### src/rtl/melody_sequencer.sv
// Melody playback controller: walks a song ROM one step per SUB_PER_STEP tempo ticks,
// handles play/pause/stop, and drives a registered half-period plus tone enable.
module melody_sequencer #(
    parameter int ADDR_W       = 6,
    parameter int LAST_STEP    = 63,
    parameter int SUB_PER_STEP = 4,
    parameter int GAP_SUB      = 1
) (
    input  logic              clk,
    input  logic              rst,
    input  logic              tick,
    input  logic              play,
    input  logic              pause,
    input  logic              stop,
    input  logic              loop,
    input  logic              legato,
    output logic [ADDR_W-1:0] rom_addr,
    input  logic [19:0]       rom_note,
    output logic [19:0]       note_div,
    output logic              tone_en,
    output logic              busy,
    output logic              done
);

    localparam int SUB_W = $clog2(SUB_PER_STEP);
    localparam logic [SUB_W-1:0]  SUB_LAST  = SUB_W'(SUB_PER_STEP - 1);
    // One extra bit so GAP_SUB=0 yields a threshold no sub value can reach.
    localparam logic [SUB_W:0]    GAP_START = (SUB_W + 1)'(SUB_PER_STEP - GAP_SUB);
    localparam logic [ADDR_W-1:0] LAST_ADDR = ADDR_W'(LAST_STEP);

    typedef enum logic [1:0] {
        ST_IDLE,
        ST_PLAY,
        ST_PAUSED
    } state_t;

    state_t            state_reg, state_next;
    logic [ADDR_W-1:0] addr_reg,  addr_next;
    logic [SUB_W-1:0]  sub_reg,   sub_next;
    logic              done_reg,  done_next;
    logic [19:0]       note_reg,  note_next;
    logic              tone_reg,  tone_next;
    logic              gap;

    always_ff @(posedge clk or posedge rst) begin
        if (rst) begin
            state_reg <= ST_IDLE;
            addr_reg  <= '0;
            sub_reg   <= '0;
            done_reg  <= 1'b0;
            note_reg  <= '0;
            tone_reg  <= 1'b0;
        end else begin
            state_reg <= state_next;
            addr_reg  <= addr_next;
            sub_reg   <= sub_next;
            done_reg  <= done_next;
            note_reg  <= note_next;
            tone_reg  <= tone_next;
        end
    end

    // Commands in priority order; an applicable command swallows a coincident tick.
    always_comb begin
        state_next = state_reg;
        addr_next  = addr_reg;
        sub_next   = sub_reg;
        done_next  = 1'b0;
        if (stop && state_reg != ST_IDLE) begin
            state_next = ST_IDLE;
            addr_next  = '0;
            sub_next   = '0;
        end else if (pause && state_reg == ST_PLAY) begin
            state_next = ST_PAUSED;
        end else if (play && state_reg == ST_IDLE) begin
            state_next = ST_PLAY;
            addr_next  = '0;
            sub_next   = '0;
        end else if (play && state_reg == ST_PAUSED) begin
            state_next = ST_PLAY;
        end else if (tick && state_reg == ST_PLAY) begin
            if (sub_reg < SUB_LAST) begin
                sub_next = sub_reg + 1'b1;
            end else begin
                sub_next = '0;
                if (addr_reg < LAST_ADDR) begin
                    addr_next = addr_reg + 1'b1;
                end else begin
                    addr_next = '0;
                    if (!loop) begin
                        state_next = ST_IDLE;
                        done_next  = 1'b1;
                    end
                end
            end
        end
    end

    // Output stage sees the ROM value for the current address, hence the one-cycle lag.
    always_comb begin
        gap       = !legato && ({1'b0, sub_reg} >= GAP_START);
        note_next = '0;
        if (state_reg == ST_PLAY && !gap) begin
            note_next = rom_note;
        end
        tone_next = |note_next;
    end

    assign rom_addr = addr_reg;
    assign note_div = note_reg;
    assign tone_en  = tone_reg;
    assign busy     = (state_reg != ST_IDLE);
    assign done     = done_reg;

endmodule
### config.mk
export PLATFORM = sky130hd
export DESIGN_NAME = melody_sequencer
export DESIGN_NICKNAME = d
export VERILOG_FILES = /design/src/rtl/melody_sequencer.sv
export SDC_FILE = /design/constraint.sdc
export NUM_CORES = 1
export LEC_CHECK = 0
export CORE_MARGIN = 4
export CORE_UTILIZATION = 43
export CTS_CLUSTER_SIZE = 8
export DETAILED_ROUTE_END_ITERATION = 8
export PLACE_DENSITY = 0.82
export SETUP_SLACK_MARGIN = 0.3
export SLEW_MARGIN = 10
export SYNTH_ARGS = -nofsm -noshare
export SYNTH_HDL_FRONTEND = slang
export SYNTH_SLANG_ARGS = --single-unit
### constraint.sdc
create_clock -name clk -period 2.4 [get_ports clk]
set_clock_uncertainty 0.2 [all_clocks]
set_input_delay 0.36 -clock clk [delete_from_list [all_inputs] [get_ports clk]]
set_output_delay 0.36 -clock clk [all_outputs]
set_load 0.02 [all_outputs]
# Yosys cells after proc, flatten, opt, wreduce, memory -nomap -nowiden
# Cells that the tools add are included.
# classes
n_reduce_logical	17
order_cmp	3
eq_ne	8
n_mux	30
n_addsub	2
# ops
operator	n
$mux W6	7
$mux W2	14
$mux W20	1
$reduce_or A20 Y1	1
$ne A5 B5 Y1 const B	2
$mux W1	8
$reduce_and A4 Y1	2
$logic_and A1 B1 Y1	7
$add A6 B1 Y6 const B	1
$lt A6 B6 Y1 const B	1
$ne A3 B3 Y1 const B	2
$ne A5 B1 Y1 const B	1
$reduce_bool A5 Y1	1
$reduce_and A3 Y1	1
$reduce_bool A3 Y1	1
$add A2 B1 Y2 const B	1
$eq A2 B1 Y1 const B	1
$eq A2 B2 Y1 const B	1
$ge A2 B2 Y1 const B	1
$logic_not A1 Y1	2
$logic_not A2 Y1	1
$lt A2 B2 Y1 const B	1
$ne A2 B2 Y1 const B	1
$reduce_bool A2 Y1	1
# totals
in_bits	28
register_bits	32
output_inout_bits	29

# Longest topological paths before layout
# depth
ltp_word	8
depth_mapped	5
depth_no_buf	5

# Worst setup path after synthesis
# OpenSTA, ideal clock, no wires.
# synth_timing
kind	register to register
from	reg addr_reg[0], in the netlist rom_addr[0]
to	reg done_reg, in the netlist done
path_buffers	0
stages_incl_launch_ff	6
slack_ns	0.674
arrival_time_ns	1.442
required_ns	2.116
path_cell_list	dfrtp_1 > ha_1 > and3_1 > nand3_1 > nor4_1 > a21boi_0
# synth_between
elab_chain_cells	8
# synth_lines
element	line_no	rtl
from (decl)	38	logic [ADDR_W-1:0] addr_reg, addr_next;
from (signal assigned)	55	addr_reg <= addr_next;
$lt A6 B6 Y1	86	if (addr_reg < LAST_ADDR) begin
$mux W1	86	
$mux W1	82	if (sub_reg < SUB_LAST) begin
$mux W1	81	end else if (tick && state_reg == ST_PLAY) begin
$mux W1	79	end else if (play && state_reg == ST_PAUSED) begin
$mux W1	75	end else if (play && state_reg == ST_IDLE) begin
$mux W1	73	end else if (pause && state_reg == ST_PLAY) begin
$mux W1	69	if (stop && state_reg != ST_IDLE) begin
via done_next	40	logic done_reg, done_next;
to (signal assigned)	57	done_reg <= done_next;
to (decl)	40	
# The timed path passes the listed nets, and every way through them passes these cells.
# A chain may end at the register's enable or synchronous reset.

# Worst setup path after layout
# layout_timing
from	reg addr_reg[3], in the netlist rom_addr[3]
to	out rom_addr[3]
# layout_rtl
element	line_no	rtl
to (decl)	17	output logic [ADDR_W-1:0] rom_addr,
# No word-level cell between the ends.

==> impl_metrics.json <==
{
  "hold_path_class": "input port to async pin",
  "r2r_slack_ns": 0.54,
  "ir_drop_mv": 0.457,
  "largest_register_ffs": 20,
  "worstReg2RegEnd": "rom_addr[4]",
  "syn_area_um2": 1450,
  "drt-pass1-iter-count": 4,
  "clk_pin_slew_worst_paths_ns": 0.10,
  "arrival_ns": 1.44,
  "crit_type": "flop to output pin",
  "fin_crit_sh_pct": 83.5,
  "avgSynthCellArea_um2": 11.1,
  "htree_levels": 2,
  "cts_tree": "yes",
  "synth_top_area_share_pct": 55.3,
  "grt_pass1_wl_um": 5640,
  "cp_top_family": "buffers and inverters",
  "dpl.hpwl_um": 2530,
  "first_iter_violations": 82,
  "antenna_found_initial": 0,
  "netlist_instances": 131,
  "synth_cell_type_count": 36,
  "cts_hold_buf": 0,
  "yosys_warnings": 0,
  "clock.fmax_mhz": 499,
  "ys_async_sr_fraction_pct": 100,
  "start_util_pct": 46.3,
  "required_ns": 1.84,
  "slowest_delay_ns": 0.65,
  "drc": 0,
  "grt_pass1_vias": 1248,
  "clk_latency_ns": 0.33,
  "synthTopCellsByArea": "dfrtp_1 55%, and2_1 9.1%, o21ai_0 2.8%",
  "fill_cells": 237,
  "setup_viol": 0,
  "leakage_nw": 0.929,
  "die_h_um": 66.0,
  "track_usage_pct": 17.4,
  "yosys.area.top_type": "dfrtp_1",
  "slew_headroom_pct": 68.5,
  "overflow": 0,
  "drive_gt1_share_pct": 10.9,
  "cp_slowest_cell": "clkdlybuf4s50_1",
  "layout_min_cycle_time_ns": 2.00,
  "drtAntennaViolNets": 0,
  "crit_chain": "clkdlybuf4s50_1",
  "die_x_um": 66.0,
  "synth_seq_area_share_pct": 55.3,
  "outcome": "completed",
  "synth_commonest_cells": "32 x dfrtp_1, 21 x and2_1, 8 x o21ai_0",
  "place_congestion": 0.917,
  "cts.sinks": 32,
  "drv_slew": 0,
  "worstSetupEndpointType": "output pin",
  "ys.flop_type": "dfrtp_1",
  "vias_per_cell": 5.08,
  "nets": 221,
  "wl_per_cell_um": 14.1,
  "p_total_mw": 1.63,
  "critical_path.max_fanout": 7,
  "root_buffer": "clkbuf_4",
  "synth_seq_cells": 32,
  "grt_max_degree": 22,
  "drv_cap": 0,
  "r2r_cells": 5,
  "dieArea_um2": 4360,
  "synth_nets": 161,
  "cts_max_path_buffers": 2,
  "synth_edf_count": 0,
  "area_growth_pct": 48.3,
  "hold_viol": 0,
  "diodes": 0,
  "port_buffers": 56,
  "numCtsBuffers": 5,
  "critPathLaunchType": "flop",
  "r2r-start": "sub_reg[0]",
  "pin_count": 57,
  "final_util_pct": 68.6,
  "core_area_um2": 3130,
  "vias": 1200,
  "rsz0062_at_grt": "false",
  "worstMarginPinSlew_ns": 0.472,
  "tns_ns": 0,
  "rows": 20,
  "power_density_nw_per_um2": 758,
  "routed_wl_um": 3320,
  "path_buf_inv": 1,
  "yosysMostFrequentCell": "dfrtp_1"
}
-- timing repair --
action | in CTS | in global routing
resized for setup | 5 | 1
pin swaps | 0 | 0
endpoints found under the hold margin | 0 | 0
setup buffers | 0 | 0
setup endpoints to repair | 1 | 1
-- routing by layer --
metal	track usage [%]	part of all wire, %	up-vias
li1	-	-	572
met1	19.1	39	573
met2	27.8	47	49
met3	9.52	12	6
met4	7.61	1.6	0
met5	0	0	-
-- cell usage in the layout, fill, tap and decap left out, types with 4 or more instances in the layout --
cell / instances
dfrtp_1: 30
nand3_1: 4
clkdlybuf4s50_1: 54
inv_1: 7
and2_1: 21
o21ai_0: 8
nor4_1: 6
nand2b_1: 6
nand2_1: 7
clkbuf_4: 5
a21oi_1: 6
-- worst max path at each step --
stage,cells after the start,start,endpoint
floorplan,5,rom_addr[0],done
global placement,5,pause,rom_addr[4]
detailed placement,5,pause,rom_addr[4]
CTS,1,rom_addr[4],rom_addr[4]
global route,1,rom_addr[3],rom_addr[3]
finish,1,rom_addr[3],rom_addr[3]
-- kinds of logic after synthesis --
group	share of synthesized area [%]
flip-flops	55.3
buffers and inverters	4.41
AO/OA/AOI/OAI	11.8
AND/OR/NAND/NOR	26.0
multiplexers	0.691
adder cells (fa/ha/maj)	1.73
-- cell type report --
type                    instances  area, µm²  area share (%)
clock inverters                 1       30.0            1.40
repair buffers                 58        577            26.9
well taps                      44       55.1            2.56
inverters                       7       26.3            1.22
flip-flops and latches         32        803            37.4
multi-input cells              87        591            27.5
clock buffers                   7       65.1            3.03
-- metrics by stage --
stage / cell area, µm² / hold WS, ns / setup slack [ns] / std cells
2_1_floorplan: 1450 / 0.276 / 0.674 / 131
3_3_place_gp: 2040 / 0.295 / 0.336 / 228
3_5_place_dp: 2040 / 0.301 / 0.281 / 228
4_1_cts: 2140 / 0.135 / 0.338 / 236
5_1_grt: 2150 / 0.168 / 0.331 / 236
6_report: 2150 / 0.134 / 0.397 / 236
-- power breakdown --
| group | switching (mW) | internal, mW |
|---|---|---|
| sequential | 0.0660 | 0.615 |
| combinational | 0.241 | 0.247 |
| clock | 0.181 | 0.276 |
No activity file was read; power rests on OpenSTA's default activity.
